`config.mk`:
```
export PLATFORM = sky130hd
export DESIGN_NAME = ps2_host_tx_flat
export DESIGN_NICKNAME = d
export VERILOG_FILES = /design/src/rtl/ps2_host_tx_if.sv /design/src/rtl/ps2_host_tx.sv /design/src/flat_wrapper.sv
export SDC_FILE = /design/constraint.sdc
export NUM_CORES = 1
export LEC_CHECK = 0
export ABC_AREA = 1
export CAP_MARGIN = 20
export CORE_MARGIN = 10
export CORE_UTILIZATION = 50
export DETAILED_ROUTE_END_ITERATION = 12
export HOLD_SLACK_MARGIN = 0.15
export PLACE_DENSITY = 0.77
export SYNTH_ARGS = -nofsm -noshare
export SYNTH_HDL_FRONTEND = slang
export SYNTH_SLANG_ARGS = --single-unit
```
`constraint.sdc`:
```
create_clock -name clk -period 5.5 [get_ports clk]
set_input_delay 1.1 -clock clk [delete_from_list [all_inputs] [get_ports clk]]
set_output_delay 1.1 -clock clk [all_outputs]
set_load 0.01 [all_outputs]
```
`src/rtl/ps2_host_tx_if.sv`:
```
// Command-side interface of the PS/2 host transmitter.
//
// Handshake: the requester raises tx_start for exactly one cycle with
// tx_data valid in that same cycle. The transmitter accepts it only while
// idle (tx_busy low); a request made while tx_busy is high is dropped, not
// queued. Once a request is accepted, tx_busy stays high until exactly one
// of tx_done or tx_err pulses for one cycle. In that pulse cycle tx_busy is
// already low, and a new tx_start in the following cycle is accepted.
interface ps2_host_tx_if;
   logic       tx_start;
   logic [7:0] tx_data;
   logic       tx_busy;
   logic       tx_done;
   logic       tx_err;

   modport master (output tx_start, output tx_data,
                   input  tx_busy,  input  tx_done, input tx_err);

   modport slave  (input  tx_start, input  tx_data,
                   output tx_busy,  output tx_done, output tx_err);
endinterface

```
`src/rtl/ps2_host_tx.sv`:
```
// Host-to-device PS/2 transmitter: inhibits the bus, issues request-to-send,
// shifts one byte plus odd parity out on device clock edges, checks the ACK.
module ps2_host_tx #(
   parameter int INHIBIT_CYCLES = 12000,
   parameter int START_TIMEOUT  = 1500000,
   parameter int XFER_TIMEOUT   = 200000
) (
   input  logic            clk,
   input  logic            rst,
   ps2_host_tx_if.slave    cmd,
   input  logic            ps2_clk_in,
   input  logic            ps2_data_in,
   output logic            ps2_clk_oe,
   output logic            ps2_data_oe,
   output logic [2:0]      state_dbg
);

   localparam int MAX_A   = (INHIBIT_CYCLES > START_TIMEOUT) ? INHIBIT_CYCLES : START_TIMEOUT;
   localparam int MAX_ALL = (MAX_A > XFER_TIMEOUT) ? MAX_A : XFER_TIMEOUT;
   localparam int CW      = $clog2(MAX_ALL + 1);

   localparam logic [CW-1:0] INH_LAST   = CW'(INHIBIT_CYCLES - 1);
   localparam logic [CW-1:0] START_LAST = CW'(START_TIMEOUT - 1);
   localparam logic [CW-1:0] XFER_LAST  = CW'(XFER_TIMEOUT - 1);
   localparam logic [CW-1:0] CNT_MAX    = {CW{1'b1}};

   typedef enum logic [2:0] {
      S_IDLE      = 3'd0,
      S_INHIBIT   = 3'd1,
      S_RTS       = 3'd2,
      S_REQ       = 3'd3,
      S_SHIFT     = 3'd4,
      S_WAIT_IDLE = 3'd5,
      S_DONE      = 3'd6,
      S_ERR       = 3'd7
   } state_t;

   state_t        state, state_n;
   logic [CW-1:0] cnt, cnt_n, cnt_inc;
   logic [3:0]    nbit, nbit_n;
   logic          doe_q, doe_n;
   logic [7:0]    byte_q, byte_n;
   logic          par_q, par_n;

   logic clk_s1, clk_s2, clk_prev;
   logic data_s1, data_s2;
   logic fall;

   // Two-flop synchronizers for the open-drain pins plus a delayed clock copy
   // for edge detection; idle bus level is high, so reset to 1.
   always_ff @(posedge clk) begin
      if (rst) begin
         clk_s1   <= 1'b1;
         clk_s2   <= 1'b1;
         clk_prev <= 1'b1;
         data_s1  <= 1'b1;
         data_s2  <= 1'b1;
      end else begin
         clk_s1   <= ps2_clk_in;
         clk_s2   <= clk_s1;
         clk_prev <= clk_s2;
         data_s1  <= ps2_data_in;
         data_s2  <= data_s1;
      end
   end

   assign fall = clk_prev & ~clk_s2;

   // Saturating increment so no timeout counter can ever wrap.
   assign cnt_inc = (cnt == CNT_MAX) ? cnt : cnt + 1'b1;

   // State and datapath registers.
   always_ff @(posedge clk) begin
      if (rst) begin
         state  <= S_IDLE;
         cnt    <= '0;
         nbit   <= '0;
         doe_q  <= 1'b0;
         byte_q <= '0;
         par_q  <= 1'b0;
      end else begin
         state  <= state_n;
         cnt    <= cnt_n;
         nbit   <= nbit_n;
         doe_q  <= doe_n;
         byte_q <= byte_n;
         par_q  <= par_n;
      end
   end

   // Next-state logic; nbit holds the number of device falling edges seen.
   always_comb begin
      state_n = state;
      cnt_n   = cnt;
      nbit_n  = nbit;
      doe_n   = doe_q;
      byte_n  = byte_q;
      par_n   = par_q;
      case (state)
         S_IDLE: begin
            cnt_n  = '0;
            nbit_n = '0;
            doe_n  = 1'b0;
            if (cmd.tx_start) begin
               byte_n  = cmd.tx_data;
               par_n   = ~^cmd.tx_data;
               state_n = S_INHIBIT;
            end
         end
         S_INHIBIT: begin
            if (cnt == INH_LAST) begin
               cnt_n   = '0;
               state_n = S_RTS;
            end else begin
               cnt_n = cnt_inc;
            end
         end
         S_RTS: begin
            cnt_n   = '0;
            doe_n   = 1'b1;
            state_n = S_REQ;
         end
         S_REQ: begin
            if (fall) begin
               nbit_n  = 4'd1;
               doe_n   = ~byte_q[0];
               cnt_n   = '0;
               state_n = S_SHIFT;
            end else if (cnt == START_LAST) begin
               state_n = S_ERR;
            end else begin
               cnt_n = cnt_inc;
            end
         end
         S_SHIFT: begin
            if (fall) begin
               // This edge is number nbit+1.
               nbit_n = nbit + 4'd1;
               if (nbit <= 4'd7) begin
                  doe_n = ~byte_q[nbit[2:0]];
               end else if (nbit == 4'd8) begin
                  doe_n = ~par_q;
               end else if (nbit == 4'd9) begin
                  doe_n = 1'b0;
               end else begin
                  doe_n   = 1'b0;
                  cnt_n   = '0;
                  state_n = data_s2 ? S_ERR : S_WAIT_IDLE;
               end
            end else if (cnt == XFER_LAST) begin
               state_n = S_ERR;
            end else begin
               cnt_n = cnt_inc;
            end
         end
         S_WAIT_IDLE: begin
            doe_n = 1'b0;
            if (clk_s2 && data_s2) begin
               state_n = S_DONE;
            end else if (cnt == XFER_LAST) begin
               state_n = S_ERR;
            end else begin
               cnt_n = cnt_inc;
            end
         end
         default: begin
            cnt_n   = '0;
            nbit_n  = '0;
            doe_n   = 1'b0;
            state_n = S_IDLE;
         end
      endcase
   end

   // Pin enables and status decoded from state.
   always_comb begin
      ps2_clk_oe  = (state == S_INHIBIT) || (state == S_RTS);
      ps2_data_oe = 1'b0;
      if ((state == S_RTS) || (state == S_REQ)) begin
         ps2_data_oe = 1'b1;
      end else if (state == S_SHIFT) begin
         ps2_data_oe = doe_q;
      end
   end

   assign cmd.tx_busy = (state != S_IDLE) && (state != S_DONE) && (state != S_ERR);
   assign cmd.tx_done = (state == S_DONE);
   assign cmd.tx_err  = (state == S_ERR);
   assign state_dbg   = state;

endmodule

```
`src/flat_wrapper.sv`:
```
// flat-port wrapper written by rule: the top's interface ports become plain ports
module ps2_host_tx_flat 
#(
   parameter int INHIBIT_CYCLES = 12000,
   parameter int START_TIMEOUT  = 1500000,
   parameter int XFER_TIMEOUT   = 200000
)
  (clk, rst, ps2_clk_in, ps2_data_in, ps2_clk_oe, ps2_data_oe, state_dbg, cmd_tx_start, cmd_tx_data, cmd_tx_busy, cmd_tx_done, cmd_tx_err);
  ps2_host_tx_if cmd_i ();
  input  logic clk;
  input  logic rst;
  input  logic ps2_clk_in;
  input  logic ps2_data_in;
  output logic ps2_clk_oe;
  output logic ps2_data_oe;
  output logic [2:0] state_dbg;
  input wire logic [$bits(cmd_i.tx_start)-1:0] cmd_tx_start;
  input wire logic [$bits(cmd_i.tx_data)-1:0] cmd_tx_data;
  output wire logic [$bits(cmd_i.tx_busy)-1:0] cmd_tx_busy;
  output wire logic [$bits(cmd_i.tx_done)-1:0] cmd_tx_done;
  output wire logic [$bits(cmd_i.tx_err)-1:0] cmd_tx_err;
  assign cmd_i.tx_start = cmd_tx_start;
  assign cmd_i.tx_data = cmd_tx_data;
  assign cmd_tx_busy = cmd_i.tx_busy;
  assign cmd_tx_done = cmd_i.tx_done;
  assign cmd_tx_err = cmd_i.tx_err;
  ps2_host_tx #(.INHIBIT_CYCLES(INHIBIT_CYCLES), .START_TIMEOUT(START_TIMEOUT), .XFER_TIMEOUT(XFER_TIMEOUT)) u_core (.clk(clk), .rst(rst), .cmd(cmd_i), .ps2_clk_in(ps2_clk_in), .ps2_data_in(ps2_data_in), .ps2_clk_oe(ps2_clk_oe), .ps2_data_oe(ps2_data_oe), .state_dbg(state_dbg));
endmodule
```
Yosys cells after proc, flatten, opt, wreduce, memory -nomap -nowiden
Index checks and enable logic that the tools add are counted.

Output and inout port bits: 8. Bits of input ports: 13. Bits in registers: 43. Word-level logic and storage cells: 96.

Bitwise logic cells: 7. Order comparisons: 2. Reductions and logical operators: 14. Add/sub/neg operators: 2. Eq/ne operators: 25. Mux-type cells: 35.

Operators with widths (count): $mux 21 (10); $pmux 21 s4 (1); $eq 21x21->1 const B (2); $mux 3 (10); $add 21x1->21 const B (1); $eq 21x14->1 const B (1); $eq 21x18->1 const B (1); $pmux 3 s6 (1); $ne 3x3->1 const B (5); $eq 3x3->1 const B (4); $pmux 4 s3 (1); $eq 4x4->1 const B (2); $mux 4 (2); $reduce_xnor 8->1 (1); $mux 1 (7); $eq 3x2->1 const B (2); $ne 2x1->1 const B (3); $not 1->1 (6); $reduce_and 3->1 (2); $reduce_and 6->1 (1); $reduce_and 5->1 (1); $add 4x1->4 const B (1); $le 4x3->1 const B (1); $lt 3x4->1 const B (1); 14 further kinds (18).

Logic depth before layout (Yosys ltp)
Gate-level depths: netlist of the first run.

Word-level depth: 6. Depth in mapped cells: 15. Mapped depth without buffers: 13.

Worst setup path after synthesis of the first run
OpenSTA, ideal clock, no wires.

Kind: reg2out. Start: reg u_core.state[0] (netlist: u_core.state_dbg[0]). End: out cmd_tx_busy. Required time: 4.400 ns. Cell stages (with the launch flop): 6. Arrival: 1.166 ns. Buffers on the path: 1. Slack: 3.234 ns. Cells stage by stage: dfxtp_1 -> buf_4 -> inv_1 -> o21ai_2 -> inv_1 -> nand2_1.

Longest elaborated chain between the ends: 3. Elaborated cells on any way between the ends: 5. Those cells by class: eq/ne: 2; reduce/logical: 3.

RTL lines: start, declared (line ps2_host_tx.sv:38) `state_t state, state_n;`; start signal, assigned (line ps2_host_tx.sv:82) `state <= state_n;`; $ne 3x3->1 / $reduce_bool 3->1 (equally long branches) (line ps2_host_tx.sv:186) `assign cmd.tx_busy = (state != S_IDLE) && (state != S_DONE) && (state != S_ERR);`; $logic_and 1x1->1 (line ps2_host_tx.sv:186); $logic_and 1x1->1 * (line ps2_host_tx.sv:186); end, declared (line flat_wrapper.sv:19) `output wire logic [$bits(cmd_i.tx_busy)-1:0] cmd_tx_busy;`.

Every way passes the cells marked *; elsewhere a longest branch is shown, timed or not.

Final worst setup path of the first run
Same ends and word-level chain as after synthesis.

==> results.yml, run 1 <==
grt:
  first_global_vias: 2790
  grt-ovfl-total: 0
  grt_use_total: 0.1575
  grt_max_degree: 28
  antenna_found_initial: 0
  grt_pass1_wl_um: 12850
floorplan:
  die_h_um: 97.34
  die_w_um: 97.34
  initial_core_util: 0.5111
  core-area_um2: 5851
  dieArea_um2: 9474
  rows: 28
  pin_count: 21
logic_synthesis:
  synth_top_flop_cell: "dfxtp_1"
  syn_area_um2: 2990
  seq_area_frac_synth: 0.2879
  synth_edf_count: 0
  yosys_warnings: 0
  syn_nets: 488
  syn_inst: 471
  ys_ff_latch: 43
  avgSynthCellArea_um2: 6.349
  ys_types: 36
  async_flop_share: 0
setup_path:
  crit_path_max_fanout: 9
  cp_slowest_cell: "dfxtp_1"
  arrival_ns: 2.30
  worst_setup_path_end_kind: "primary output"
  critPathMaxStageDelay_ns: 0.62
  crit_buf_inv: 3
  path_cells: "inv_1 -> o21ai_2 -> inv_1 -> nand2_1 -> clkdlybuf4s50_1"
  startpoint_type: "flip-flop"
  worstPathRequired_ns: 4.40
  crit_family: "buffers and inverters"
  critical_path.most_common_cell: "inv_1"
  r2r_setup_slack_ns: 2.95
  path_class: "flip-flop to primary output"
clock_tree:
  ctsHoldBuffers: 0
  htree_levels: 2
  clk_path_buf_depth: 2
  root_buffer: "clkbuf_8"
  cts_tree: "yes"
  cts_setup_buffers: 0
  cts.sinks: 43
  path_clk_slew_ns: 0.08
  cts_made_buffers: 5
  cts-resized-gates: 0
  clkLatencyLatePin_ns: 0.30
sta:
  worstMarginPinSlew_ns: 0.5359
  slew_viol_final: 0
  setup_slack_ns: 2.097
  setup_viol: 0
  tns_ns: 0
  rsz0062_at_grt: "no"
  fin_worst_skew_ns: 0.01258
  hold_viol_final: 0
  finalWorstPathRequiredPeriod_ns: 3.403
  fmax_mhz: 293.9
  slew_headroom: 0.6415
  fin_crit_sh: 0.6187
power_and_ir_drop:
  p_leak_nw: 1.383
  p_per_area_nw_per_um2: 326.9
  vdd_drop_max_mv: 0.2262
route:
  avgRoutedWirePerCell_um: 13.54
  route.detailed.drc: 0
  ant_nets: 0
  via_count: 3006
  wl_um: 7595
  drt_iter0_markers: 210
  vias_per_cell: 5.358
  first_pass_iters: 5
cells_and_area:
  multi_input_area_um2: 1833
  fill_cells: 605
  syn2layout_area_growth_pct: 10.63
  drive_gt1_frac: 0.1070
  final_area_um2: 3308
  diodes: 0
  finalNetCount: 503
  seq_area_um2: 860.8
  stdcell_count: 561
place:
  gp_congestion: 0.9041
  post-place-ws_ns: 2.456
  port_buffers: 20
  placedCellCount: 554
  placed_area_um2: 3202
  dpl.hpwl_um: 5738
worst_hold_path:
  min_path_type: "flip-flop to flip-flop"
job:
  cap_violations: 0
run_status:
  status: "finished, final reports clean"
## where the power goes
group	internal, W	total (W)	switching (W)
Clock	0.000133	0.000248	0.000115
Combinational	0.000158	0.000444	0.000287
Sequential	0.000346	0.000390	0.0000436
## final cells by class
cell class,instances,area share
sequential,43,0.2602
timing repair buffer,21,0.06278
inverter,55,0.06241
clock inverter,2,0.01135
tap,75,0.02837
multi-input combinational,360,0.5541
clock buffer,5,0.02080
## Yosys cell counts (6+ instances only)
library cell	count	area, µm²
xnor2_1	6	52.55
nor2_1	47	176.4
nand2_1	144	540.5
nand4_1	8	50.05
nor3_1	8	40.04
o21ai_0	15	75.07
dfxtp_1	43	860.8
inv_1	50	187.7
or2_2	6	37.54
nand2_2	7	43.79
nand3_1	42	210.2
a21oi_1	32	160.2
## metal layers
layer	track usage	up-vias	wire length, µm
li1	-	1534	-
met1	0.1866	1382	3375
met2	0.2711	72	3692
met3	0.03485	18	345
met4	0.05593	0	182
met5	0	-	0
## registers in the layout, summed over array words and instances (netlist names)
signal and cells:
u_core.clk_s2 1, u_core.state_dbg 3, u_core.doe_q 1, u_core.cnt 21, u_core.clk_prev 1, u_core.byte_q 8, u_core.data_s1 1, u_core.par_q 1
u_core.nbit 4, u_core.clk_s1 1, u_core.data_s2 1
## layout by cell type (no fill, tap or decap), types with 5 or more instances in the layout
master             n
dfxtp_1           43
nand4_1            8
inv_1             50
o21ai_0           15
clkdlybuf4s50_1   20
nor2_1            47
a21oi_1           32
nand2_1          144
nand3_1           42
xnor2_1            6
nand3_2            5
or2_2              6
clkbuf_8           5
a21oi_2            5
nand2_2            7
nor2_2             5
inv_2              5
nor3_1             8
## worst register-to-register path, stage by stage, from the launching register on
cell	delay, ns
dfxtp_1	0.54
inv_1	0.15
ha_1	0.22
inv_1	0.07
nand2_1	0.06
a21oi_1	0.23
nor2_4	0.06
nor2_2	0.10
nand2_2	0.32
inv_2	0.35
nand2_1	0.09
o21ai_0	0.17
nand2_1	0.07
nor2_1	0.09
## through the flow
stage                     hold WS, ns    util  power (W)
after floorplan                0.3895       -  0.0007170
after global placement         0.3902  0.5473  0.0008275
after detailed placement       0.4033  0.5473  0.0008380
after CTS                      0.4250  0.5654   0.001086
after global routing           0.4271  0.5654   0.001157
final                          0.4184  0.5654   0.001082
## cells by family (layout without fill, tap and decap cells)
group | after synthesis | in the layout | synth area share
flip-flops | 43 | 43 | 0.2879
AO/OA/AOI/OAI | 60 | 60 | 0.1146
XOR/XNOR | 10 | 10 | 0.02929
AND/OR/NAND/NOR | 286 | 286 | 0.4523
buffers and inverters | 68 | 83 | 0.09916
adder cells (fa/ha/maj) | 4 | 4 | 0.01674
## final timing paths
| check | cells after the start | startpoint | end |
|---|---|---|---|
| hold / removal | 1 | u_core.data_s1$_SDFF_PP1_ | u_core.data_s2$_SDFF_PP1_ |
| setup reg to reg | 13 | u_core.nbit[0]$_SDFFE_PP0P_ | u_core.cnt[16]$_SDFFE_PP0P_ |
| setup / recovery | 5 | u_core.state_dbg[0]$_SDFFE_PP0P_ | cmd_tx_busy |
| hold reg to reg | 1 | u_core.data_s1$_SDFF_PP1_ | u_core.data_s2$_SDFF_PP1_ |
Power figures use the tool's default switching activity.
==> run 2: changes to the inputs <==
==> constraint.sdc (replaced) <==
create_clock -name clk -period 3.2 [get_ports clk]
set_input_delay 0.64 -clock clk [delete_from_list [all_inputs] [get_ports clk]]
set_output_delay 0.64 -clock clk [all_outputs]
set_load 0.01 [all_outputs]
==> run 2 against run 1 <==
Effect of this change:
- clock power rose by 80%
- sequential share of layout area fell by 0.11 points
- total power rose by 74%
- routed wire length fell by 1.2%
- die area did not move
- first-iteration DRC count rose by 4.8%
- hold slack got worse by 0.0038 ns
- clock-buffer cell count did not move
- critical path type unchanged
- highest routed layer unchanged
==> results.yml, run 2 (same netlist as run 1, synthesis figures left out) <==
cells_and_area:
  utilization: 0.5678
  syn2layout_area_growth_pct: 11.09
  final_common_cell: "nand2_1"
  largestRegisters: "u_core.cnt: 21 flops, u_core.byte_q: 8 flops, u_core.nbit: 4 flops"
  diodes: 0
  finalNetCount: 504
  drive_gt1_frac: 0.1107
  fill_cells: 555
  largest-register: "u_core.cnt"
  mostFrequentLayoutCells: "144 x nand2_1, 50 x inv_1, 47 x nor2_1, 43 x dfxtp_1, 42 x nand3_1"
  largest_reg_flops: 21
place:
  post-place-ws_ns: 0.7852
  gp_congestion: 0.9803
  port_buffers: 20
  dpl.hpwl_um: 5718
clock_tree:
  root_buffer: "clkbuf_8"
  path_clk_slew_ns: 0.09
  htree_levels: 2
  cts_tree: "yes"
  ctsHoldBuffers: 0
  cts_made_buffers: 5
  clkLatencyLatePin_ns: 0.30
  clk_path_buf_depth: 2
  cts-resized-gates: 0
  cts_setup_buffers: 0
  cts.sinks: 43
route:
  wl_um: 7507
  avgRoutedWirePerCell_um: 13.33
  ant_nets: 0
  via_count: 2992
  first_pass_iters: 5
  vias_per_cell: 5.314
  drt_iter0_markers: 220
  route.detailed.drc: 0
floorplan:
  rows: 28
  die_w_um: 97.34
  pin_count: 21
  dieArea_um2: 9474
  die_h_um: 97.34
  core-area_um2: 5851
  initial_core_util: 0.5111
worst_hold_path:
  hold_start: "u_core.data_s1$_SDFF_PP1_"
  holdPathEnd: "u_core.data_s2$_SDFF_PP1_"
  min_path_type: "flip-flop to flip-flop"
  whs_path_depth: 1
sta:
  setup_slack_ns: 0.4427
  worstMarginPinSlew_ns: 0.5279
  rsz0062_at_grt: "no"
  fin_worst_skew_ns: 0.005945
  tns_ns: 0
  slew_viol_final: 0
  fin_crit_sh: 0.8616
  fmax_mhz: 362.7
  setup_viol: 0
  slew_headroom: 0.6468
  finalWorstPathRequiredPeriod_ns: 2.757
  hold_viol_final: 0
grt:
  grt_max_degree: 28
  antenna_found_initial: 0
  grt-ovfl-total: 0
  first_global_vias: 2734
  grt_use_total: 0.1545
  grt_pass1_wl_um: 12670
setup_path:
  arrival_ns: 2.12
  worst_setup_path_end_kind: "primary output"
  path_class: "flip-flop to primary output"
  path_cells: "buf_4 -> inv_1 -> o21ai_2 -> inv_1 -> nand2_1 -> clkdlybuf4s50_1"
  ff2ff_path_depth: 13
  critPathMaxStageDelay_ns: 0.54
  timing.rr.end: "u_core.cnt[16]$_SDFFE_PP0P_"
  worstPathRequired_ns: 2.56
  cp_slowest_cell: "clkdlybuf4s50_1"
  critical_path.most_common_cell: "inv_1"
  crit_path_max_fanout: 9
  crit_buf_inv: 4
  startpoint_type: "flip-flop"
  worstReg2RegStart: "u_core.nbit[0]$_SDFFE_PP0P_"
  crit_family: "buffers and inverters"
  r2r_setup_slack_ns: 0.79
power_and_ir_drop:
  finalPower_w: 0.001884
  vdd_drop_max_mv: 0.4515
  p_per_area_nw_per_um2: 567.0
  p_leak_nw: 1.396
job:
  cap_violations: 0
run_status:
  status: "finished, final reports clean"
run 2: cell types whose count changed in the layout (fill, tap and decap cells not counted):
cell        before  now
clkinvlp_4       1    0
clkinv_4         0    1
clkinv_2         0    1
buf_4            1    2
run 2: layer usage:
| layer | routed length [µm] | GRT usage | vias to the layer above |
|---|---|---|---|
| li1 | - | - | 1544 |
| met1 | 3437 | 0.1823 | 1354 |
| met2 | 3617 | 0.2654 | 80 |
| met3 | 340 | 0.03770 | 14 |
| met4 | 112 | 0.05257 | 0 |
| met5 | 0 | 0 | - |
run 2: layout make-up:
| cell class | instances | area, µm² | area share |
|---|---|---|---|
| clock buffers | 5 | 68.82 | 0.02072 |
| clock inverters | 3 | 43.79 | 0.01318 |
| inverters | 55 | 206.4 | 0.06215 |
| multi-input cells | 360 | 1833 | 0.5518 |
| flip-flops and latches | 43 | 860.8 | 0.2591 |
| well taps | 75 | 93.84 | 0.02825 |
| repair buffers | 22 | 215.2 | 0.06478 |
run 2: worst max path at each step:
| stage | startpoint | end | slack [ns] | cells after the start |
|---|---|---|---|---|
| floorplan | u_core.nbit[0]$_SDFFE_PP0P_ | u_core.cnt[17]$_SDFFE_PP0P_ | 1.27 | 15 |
| global placement | u_core.state_dbg[0]$_SDFFE_PP0P_ | cmd_tx_busy | 0.81 | 6 |
| detailed placement | u_core.state_dbg[0]$_SDFFE_PP0P_ | cmd_tx_busy | 0.79 | 6 |
| CTS | u_core.state_dbg[0]$_SDFFE_PP0P_ | cmd_tx_busy | 0.43 | 6 |
| global route | u_core.state_dbg[0]$_SDFFE_PP0P_ | cmd_tx_busy | 0.32 | 6 |
| finish | u_core.state_dbg[0]$_SDFFE_PP0P_ | cmd_tx_busy | 0.44 | 6 |
run 2: power by group:
| part | internal, W | switching (W) |
|---|---|---|
| combinational | 0.000279 | 0.000512 |
| clock | 0.000233 | 0.000213 |
| sequential | 0.000595 | 0.0000523 |
run 2: stage by stage:
step                cells  hold WS [ns]  cell area [µm²]
floorplan             471        0.3895             2990
global placement      555        0.3901             3209
detailed placement    555        0.3936             3209
CTS                   563        0.4154             3322
global route          563        0.4290             3322
finish                563        0.4147             3322
run 2: worst reg2reg max path, cell delays in order, from the launching register on:
cell     delay (ns)
dfxtp_1        0.51
inv_1          0.14
ha_1           0.22
inv_1          0.07
nand2_1        0.05
a21oi_1        0.21
nor2_4         0.05
nor2_2         0.09
nand2_2        0.32
inv_2          0.32
nand2_1        0.08
o21ai_0        0.15
nand2_1        0.06
nor2_1         0.09
